===== src/rtl/apb_gpio_irq_pkg.sv =====
// Shared register map, interrupt encodings and offset decode for the APB GPIO
// block with per-pin interrupt detection.
package apb_gpio_irq_pkg;

  localparam logic [5:0] OFF_OUT    = 6'h00;
  localparam logic [5:0] OFF_DIR    = 6'h04;
  localparam logic [5:0] OFF_IN     = 6'h08;
  localparam logic [5:0] OFF_SET    = 6'h0C;
  localparam logic [5:0] OFF_CLR    = 6'h10;
  localparam logic [5:0] OFF_IEN    = 6'h14;
  localparam logic [5:0] OFF_ITYPE  = 6'h18;
  localparam logic [5:0] OFF_IPOL   = 6'h1C;
  localparam logic [5:0] OFF_STATUS = 6'h20;

  localparam logic ITYPE_LEVEL = 1'b0;
  localparam logic ITYPE_EDGE  = 1'b1;
  localparam logic IPOL_LOW    = 1'b0;
  localparam logic IPOL_HIGH   = 1'b1;

  typedef enum logic [3:0] {
    REG_OUT,
    REG_DIR,
    REG_IN,
    REG_SET,
    REG_CLR,
    REG_IEN,
    REG_ITYPE,
    REG_IPOL,
    REG_STATUS,
    REG_NONE
  } reg_sel_e;

  function automatic reg_sel_e decode_offset(input logic [5:0] off);
    reg_sel_e sel;
    unique case (off)
      OFF_OUT:    sel = REG_OUT;
      OFF_DIR:    sel = REG_DIR;
      OFF_IN:     sel = REG_IN;
      OFF_SET:    sel = REG_SET;
      OFF_CLR:    sel = REG_CLR;
      OFF_IEN:    sel = REG_IEN;
      OFF_ITYPE:  sel = REG_ITYPE;
      OFF_IPOL:   sel = REG_IPOL;
      OFF_STATUS: sel = REG_STATUS;
      default:    sel = REG_NONE;
    endcase
    return sel;
  endfunction

endpackage


===== src/rtl/gpio_sync.sv =====
// Two-flop synchronizer bringing the asynchronous pin inputs into pclk.
module gpio_sync #(
  parameter int WIDTH = 1
) (
  input  logic             pclk,
  input  logic             preset,
  input  logic [WIDTH-1:0] d,
  output logic [WIDTH-1:0] q
);

  logic [WIDTH-1:0] meta_q;

  always_ff @(posedge pclk) begin
    if (preset) begin
      meta_q <= '0;
      q      <= '0;
    end else begin
      meta_q <= d;
      q      <= meta_q;
    end
  end

endmodule


===== src/rtl/apb_gpio_irq.sv =====
// APB3 GPIO controller: output/direction registers, synchronized inputs and
// per-pin edge/level interrupt detection into a W1C status register.
module apb_gpio_irq
  import apb_gpio_irq_pkg::*;
#(
  parameter int                    ADDR_WIDTH = 8,
  parameter int                    DATA_WIDTH = 32,
  parameter int                    GPIO_WIDTH = 16,
  parameter logic [ADDR_WIDTH-1:0] BASE_ADDR  = '0
) (
  input  logic                  pclk,
  input  logic                  preset,
  input  logic [ADDR_WIDTH-1:0] paddr,
  input  logic                  psel,
  input  logic                  penable,
  input  logic                  pwrite,
  input  logic [DATA_WIDTH-1:0] pwdata,
  output logic [DATA_WIDTH-1:0] prdata,
  output logic                  pready,
  output logic                  pslverr,
  input  logic [GPIO_WIDTH-1:0] gpio_in,
  output logic [GPIO_WIDTH-1:0] gpio_out,
  output logic [GPIO_WIDTH-1:0] gpio_out_en,
  output logic                  irq
);

  logic [GPIO_WIDTH-1:0] out_q;
  logic [GPIO_WIDTH-1:0] dir_q;
  logic [GPIO_WIDTH-1:0] ien_q;
  logic [GPIO_WIDTH-1:0] itype_q;
  logic [GPIO_WIDTH-1:0] ipol_q;
  logic [GPIO_WIDTH-1:0] status_q;
  logic [GPIO_WIDTH-1:0] status_d;
  logic [GPIO_WIDTH-1:0] sync_q;
  logic [GPIO_WIDTH-1:0] prev_q;
  logic [GPIO_WIDTH-1:0] pol_hit;
  logic [GPIO_WIDTH-1:0] evt;
  logic [GPIO_WIDTH-1:0] w1c;
  logic [GPIO_WIDTH-1:0] wdata;
  logic [GPIO_WIDTH-1:0] rdata_g;

  logic     access;
  logic     in_block;
  logic     aligned;
  logic     err;
  logic     wr_ok;
  reg_sel_e sel;

  gpio_sync #(
    .WIDTH (GPIO_WIDTH)
  ) u_sync (
    .pclk   (pclk),
    .preset (preset),
    .d      (gpio_in),
    .q      (sync_q)
  );

  // Block occupies a 64-byte window; anything else under psel is an error.
  assign access   = psel & penable;
  assign in_block = (paddr[ADDR_WIDTH-1:6] == BASE_ADDR[ADDR_WIDTH-1:6]);
  assign aligned  = (paddr[1:0] == 2'b00);
  assign wdata    = pwdata[GPIO_WIDTH-1:0];

  always_comb begin
    sel = REG_NONE;
    if (in_block && aligned) begin
      sel = decode_offset(paddr[5:0]);
    end
    err   = access & ((sel == REG_NONE) | (pwrite & (sel == REG_IN)));
    wr_ok = access & pwrite & ~err;
  end

  always_comb begin
    rdata_g = '0;
    unique case (sel)
      REG_OUT:    rdata_g = out_q;
      REG_DIR:    rdata_g = dir_q;
      REG_IN:     rdata_g = sync_q;
      REG_IEN:    rdata_g = ien_q;
      REG_ITYPE:  rdata_g = itype_q;
      REG_IPOL:   rdata_g = ipol_q;
      REG_STATUS: rdata_g = status_q;
      default:    rdata_g = '0;
    endcase
  end

  // A transfer caught by reset is aborted silently, so responses are masked.
  assign prdata  = (access && !err && !preset) ? DATA_WIDTH'(rdata_g) : '0;
  assign pslverr = err & ~preset;
  assign pready  = 1'b1;

  always_comb begin
    pol_hit = '0;
    evt     = '0;
    for (int i = 0; i < GPIO_WIDTH; i++) begin
      unique case (ipol_q[i])
        IPOL_HIGH: pol_hit[i] = sync_q[i];
        IPOL_LOW:  pol_hit[i] = ~sync_q[i];
      endcase
      unique case (itype_q[i])
        ITYPE_EDGE:  evt[i] = pol_hit[i] & (sync_q[i] ^ prev_q[i]);
        ITYPE_LEVEL: evt[i] = pol_hit[i];
      endcase
    end
  end

  // OR-ing the event after the clear makes a same-cycle set win over W1C.
  assign w1c      = (wr_ok && (sel == REG_STATUS)) ? wdata : '0;
  assign status_d = (status_q & ~w1c) | evt;

  always_ff @(posedge pclk) begin
    if (preset) begin
      out_q    <= '0;
      dir_q    <= '0;
      ien_q    <= '0;
      itype_q  <= '0;
      ipol_q   <= '0;
      status_q <= '0;
      prev_q   <= '0;
    end else begin
      prev_q   <= sync_q;
      status_q <= status_d;
      if (wr_ok) begin
        unique case (sel)
          REG_OUT:   out_q   <= wdata;
          REG_DIR:   dir_q   <= wdata;
          REG_SET:   out_q   <= out_q | wdata;
          REG_CLR:   out_q   <= out_q & ~wdata;
          REG_IEN:   ien_q   <= wdata;
          REG_ITYPE: itype_q <= wdata;
          REG_IPOL:  ipol_q  <= wdata;
          default:   ;
        endcase
      end
    end
  end

  assign gpio_out    = out_q;
  assign gpio_out_en = dir_q;
  assign irq         = |(status_q & ien_q);

  generate
    if (DATA_WIDTH > GPIO_WIDTH) begin : g_unused
      logic unused_pwdata;
      assign unused_pwdata = ^pwdata[DATA_WIDTH-1:GPIO_WIDTH];
    end
  endgenerate

endmodule


===== config.mk =====
export PLATFORM = sky130hd
export DESIGN_NAME = apb_gpio_irq
export DESIGN_NICKNAME = d
export VERILOG_FILES = /design/src/rtl/apb_gpio_irq_pkg.sv /design/src/rtl/gpio_sync.sv /design/src/rtl/apb_gpio_irq.sv
export SDC_FILE = /design/constraint.sdc
export NUM_CORES = 1
export LEC_CHECK = 0
export BUFFER_PORTS_ARGS = -buffer_cell sky130_fd_sc_hd__buf_2
export CAP_MARGIN = 20
export CORE_ASPECT_RATIO = 2
export CORE_MARGIN = 2
export CORE_UTILIZATION = 40
export CTS_CLUSTER_SIZE = 30
export DETAILED_ROUTE_END_ITERATION = 16
export PLACE_DENSITY = 0.6
export SLEW_MARGIN = 15
export SYNTH_ARGS = -nofsm -noshare
export SYNTH_HDL_FRONTEND = slang
export SYNTH_HIERARCHICAL = 1
export SYNTH_SLANG_ARGS = --single-unit

===== constraint.sdc =====
create_clock -name pclk -period 2.2 [get_ports pclk]
set_clock_uncertainty 0.15 [all_clocks]
set_input_delay 0.22 -clock pclk [delete_from_list [all_inputs] [get_ports pclk]]
set_output_delay 0.22 -clock pclk [all_outputs]
set_load 0.03 [all_outputs]

After elaboration in Yosys (flattened, before gate mapping)
Cells that the tools add are included.
{ "op_classes": {"eq_ne": 17, "n_mux": 38, "bitwise_logic": 96, "reduce_logical": 17} }
{ "op_table": {"columns": ["cell", "count"], "rows": [
  ["$pmux 16 s7", 1],
  ["$pmux 1 s2", 32],
  ["$not 1->1", 50],
  ["$and 16x16->16", 3],
  ["$pmux 16 s3", 1],
  ["$pmux 4 s9", 1],
  ["$mux 16", 2],
  ["$not 16->16", 2],
  ["$or 16x16->16", 2],
  ["$eq 6x5->1 const B", 4],
  ["$and 1x1->1", 22],
  ["$eq 4x3->1 const B", 4],
  ["$reduce_or 16->1", 1],
  ["$xor 1x1->1", 16],
  ["$eq 6x4->1 const B", 2],
  ["$reduce_and 2->1", 5],
  ["$eq 4x2->1 const B", 2],
  ["$eq 4x4->1 const B", 2],
  ["$eq 6x3->1 const B", 1],
  ["$eq 6x6->1 const B", 1],
  ["$logic_not 6->1", 1],
  ["$eq 4x1->1 const B", 1],
  ["$logic_and 1x1->1", 4],
  ["$logic_not 2->1", 2],
  ["other kinds (5)", 6]
]} }
{ "totals": {"register_bits": 144, "inputBits": 61, "out_inout_bits": 67, "wordCells": 177} }

Logic depth before layout (Yosys ltp)
{ "depth": {"depth_word": 14, "depth_mapped": 8, "ltp_nobuf": 4} }

By module
Netlist, hierarchy kept.
{ "by_module_without_submodules": {"columns": ["mod", "instances", "cells_per_inst", "area_per_inst_um2", "seq_area_each_um2"], "rows": [
  ["apb_gpio_irq", 1, 741, 5900.7, 2242.2],
  ["gpio_sync", 1, 67, 863.3, 640.6]
]} }

Worst setup path before layout
No wires, ideal clock.
{ "synth_timing": {"path_kind": "input-to-output", "startpoint": "in paddr[1]", "endpoint": "out prdata[10]", "arrival_time_ns": 2.114, "required_time_ns": 1.830, "setup_slack_ns": -0.284, "path_stages": 6, "path_buffers": 2, "path_cell_list": "or4_4 > buf_6 > a211oi_1 > nand3_1 > clkbuf_1 > a21oi_1"} }
{ "synth_via": {"elab_chain_len": 11, "word_cells_on_any_way": 29, "cone_classes": "eq/ne: 15; mux: 4; bitwise: 3; reduce/logical: 7"} }
{ "synth_rtl": {"columns": ["item", "line", "source"], "rows": [
  ["start: declaration", "apb_gpio_irq.sv:13", "input logic [ADDR_WIDTH-1:0] paddr,"],
  ["$eq 6x6->1, or another cell as far along", "apb_gpio_irq_pkg.sv:35", "unique case (off)"],
  ["$pmux 4 s9 / $logic_and 1x1->1 (equally long branches)", "apb_gpio_irq_pkg.sv:35, apb_gpio_irq.sv:66", null],
  ["$mux 4 (*)", "apb_gpio_irq.sv:66", "if (in_block && aligned) begin"],
  ["$eq 4x2->1", "apb_gpio_irq.sv:69, apb_gpio_irq.sv:75", null],
  ["$and 1x1->1", "apb_gpio_irq.sv:69", "err = access & ((sel == REG_NONE) | (pwrite & (sel == REG_IN)));"],
  ["$or 1x1->1", "apb_gpio_irq.sv:69", null],
  ["$and 1x1->1", "apb_gpio_irq.sv:69", null],
  ["$logic_not 1->1", "apb_gpio_irq.sv:88", "assign prdata = (access && !err && !preset) ? DATA_WIDTH'(rdata_g) : '0;"],
  ["$logic_and 1x1->1 (2 in series)", "apb_gpio_irq.sv:88", null],
  ["$mux 16 (*)", "apb_gpio_irq.sv:88", null],
  ["end: declaration", "apb_gpio_irq.sv:18", "output logic [DATA_WIDTH-1:0] prdata,"]
]} }
Every way passes the cells marked *; elsewhere a longest branch is shown, timed or not.

Final worst setup path
Ends and elaborated chain as after synthesis.

==> flow_summary.json <==
{
  "run_status": "finished, violations left",
  "violations": "negative setup slack",
  "drcViolationCount": 0,
  "finalNetCount": 1039,
  "path_clk_slew_ps": 60,
  "clock_tree.buffer_depth": 2,
  "fin_cells": 1198,
  "drtIter0Drc": 476,
  "die_y_um": 188,
  "worstSetupStartpointType": "input port",
  "ys_ff_latch": 144,
  "routedWlPerCell_um": 18.9,
  "final_util_pct": 56.3,
  "reg2reg_depth": 4,
  "dp_hpwl_um": 15700,
  "synthToLayoutAreaGrowth_pct": 38.9,
  "setup_violations": 14,
  "cp_data_arrival_time_ps": 1930,
  "cp.depth": 6,
  "grt_pass1_wl_um": 34400,
  "die_w_um": 96.0,
  "grt.total_usage_pct": 25.3,
  "htree_num_levels": 4,
  "yosysWarnings": 6,
  "relSlewSlack_pct": 61.1,
  "finalPower_mw": 6.20,
  "layout-drive-gt1-share_pct": 28.4,
  "drv_cap": 0,
  "crit_type": "input port to primary output",
  "clk_latency_ps": 430,
  "fmax_mhz": 435,
  "grt_setup_unrepaired": "true",
  "first_pass_iters": 8,
  "syn_area_per_cell_um2": 8.37,
  "finalCriticalPeriod_ps": 2300,
  "gr-total-overflow": 0,
  "critPathSlowestCell": "or4_4",
  "synth-adder-area-share_pct": 0,
  "cts.sink_count": 144,
  "powerDensity_nw_per_um2": 659,
  "path_cells": "buf_6 > or4_4 > buf_12 > or4_4 > a21oi_4 > buf_6",
  "yosysTopAreaCellShare_pct": 42.6,
  "antenna_left": 0,
  "muxShareOfSynthArea_pct": 6.12,
  "synth_compound_area_share_pct": 20.8,
  "critical_path.max_fanout": 5,
  "r2r_end": "status_q[8]",
  "ys_types": 54,
  "period_share_pct": 105,
  "ios": 128,
  "synth_area_leader_cell": "dfxtp_1",
  "avgViaCountPerCell": 5.55,
  "placementRows": 67,
  "syn_inst": 808,
  "grt_max_degree": 121,
  "cts_root_buf": "clkbuf_16",
  "synth_simple_gate_area_share_pct": 22.9,
  "synth_seq_area_share_pct": 42.6,
  "gp_congestion": 0.962,
  "critPathCapture": "prdata[10]",
  "min_path_type": "input port to flop",
  "dpl_worst_slack_ps": -253,
  "finalHoldViolations": 0,
  "wirelength_um": 22700,
  "critPathBufInv": 3,
  "critPathMaxStageDelay_ps": 610,
  "reg2reg_slack_ps": 1080,
  "tightestPinTransition_ps": 584,
  "crit_family": "simple AND/OR/NAND/NOR gates",
  "async_flop_share_pct": 0,
  "r2r-start": "itype_q[8]",
  "num_antenna_cells": 0,
  "synthXorXnorAreaFrac_pct": 0.129,
  "ir_worst_vdd_uv": 495,
  "synth_edf_count": 0,
  "setup_ws_ps": -101,
  "drv_slew": 0,
  "die_area_um2": 18000,
  "cp.required_ps": 1830,
  "cts_buffers": 17,
  "synth_top_family_by_area": "simple AND/OR/NAND/NOR gates",
  "io_buffers": 94,
  "grt_pass1_vias": 6295,
  "synth_area_um2": 6760,
  "dp_cells": 1128,
  "leakage_nw": 3.66,
  "endpoint_kind": "primary output",
  "cts_tree": "done",
  "ys_top_cells_by_area": "dfxtp_1, nor2b_1, a21oi_1, o21ai_0, mux2i_1",
  "vias": 6647,
  "core_area_um2": 16700,
  "startpoint": "paddr[1]",
  "antenna_found_initial": 0,
  "initial_core_util_pct": 40.5,
  "synth_ff_type": "dfxtp_1"
}
## routing by layer
metal / vias up / share of wire (%) / GRT usage, % / routed length [µm]
li1: 3200 / - / - / -
met1: 3117 / 40 / 30.5 / 9180
met2: 257 / 50 / 41.4 / 11200
met3: 73 / 5.0 / 4.74 / 1130
met4: 0 / 5.0 / 14.1 / 1140
met5: - / 0 / 0 / 0
## state kept, by name (all words and copies together) (netlist names)
signal / cells
u_sync/meta_q: 16
gpio_out_en: 16
status_q: 16
u_sync/q: 16
gpio_out: 16
itype_q: 16
prev_q: 16
ien_q: 16
ipol_q: 16
## kinds of logic (layout without fill, tap and decap cells)
family	count (synthesis)	after routing
other cells	2	17
buf+inv	104	272
mux	40	40
flops	144	144
xor+xnor	1	1
simple gates	284	284
compound gates	233	233
## tightest hold or removal path: stages
cell and delay [ps]:
buf_4 120, buf_4 220, a21oi_1 60
## metrics by stage
stage                     hold WS (ps)  TNS [ps]  area, µm²
final                             98.7      -744       9400
after global routing              80.8     -1330       9400
after CTS                         67.2     -1090       9300
after detailed placement           273     -2530       8070
after floorplan                    142      -242       7040
after global placement             268     -2460       8070
## cell usage after synthesis (all sizes together) (2+ instances only)
library cell,number
a221o,4
or4,3
a22o,9
nor2b,67
nand4b,2
a211oi,3
o21ai,70
mux2i,29
a31oi,23
nor2,42
or3,6
and3b,4
nand2b,2
or3b,4
nand3,40
o32ai,3
and2,3
and3,12
buf,35
mux2,11
and4,2
nand4,5
a22oi,19
nand3b,2
a31o,2
nor3,21
a21o,2
a221oi,11
a21oi,79
conb,2
clkbuf,37
dfxtp,144
inv,32
nand2,59
nor4,7
a32oi,4
## layout by cell type (no fill, tap or decap), types with 13 or more instances in the layout
cell type	instances
dfxtp_1	140
buf_2	74
buf_4	72
a21oi_1	71
nor2b_1	66
nand2_1	57
o21ai_0	55
nand3_1	39
nor2_1	38
inv_1	32
dlygate4sd3_1	32
mux2i_1	29
buf_6	18
a31oi_1	17
conb_1	17
clkbuf_16	17
nor3_1	16
a22oi_1	14
o21ai_1	13
## timing repair
action / CTS / global route
setup buffers: 3 / 2
setup endpoints to repair: 17 / 16
pin swaps: 7 / 16
resized for setup: 59 / 22
endpoints found under the hold margin: 64 / 0
hold buffers: 32 / 0
gates cloned: 2 / 0
## power breakdown
group	switching [mW]	internal, mW
Combinational	0.305	0.212
Sequential	0.0430	2.66
Clock	1.15	1.82
Total	1.50	4.69
## cell type report
cell class                      instances  area (µm²)
Inverter                               32         120
Sequential cell                       144        2890
Multi-Input combinational cell        575        3850
Clock buffer                           20         447
Fill cell                            1514        7290
Timing Repair Buffer                  208        1680
Tap cell                              207         259
Clock inverter                         12         156
## how the worst min path moves through the flow
stage                                   end              start  slack [ps]  cells after the start
final                       gpio_out_en[15]             preset         100                      3
after global routing         gpio_out_en[8]             preset          80                      3
after CTS                   gpio_out_en[15]             preset          70                      3
after detailed placement       u_sync/q[10]  u_sync/meta_q[10]         270                      1
after global placement         u_sync/q[12]  u_sync/meta_q[12]         270                      1
after floorplan           u_sync/meta_q[15]             preset         140                      1
Power figures use the tool's default switching activity.
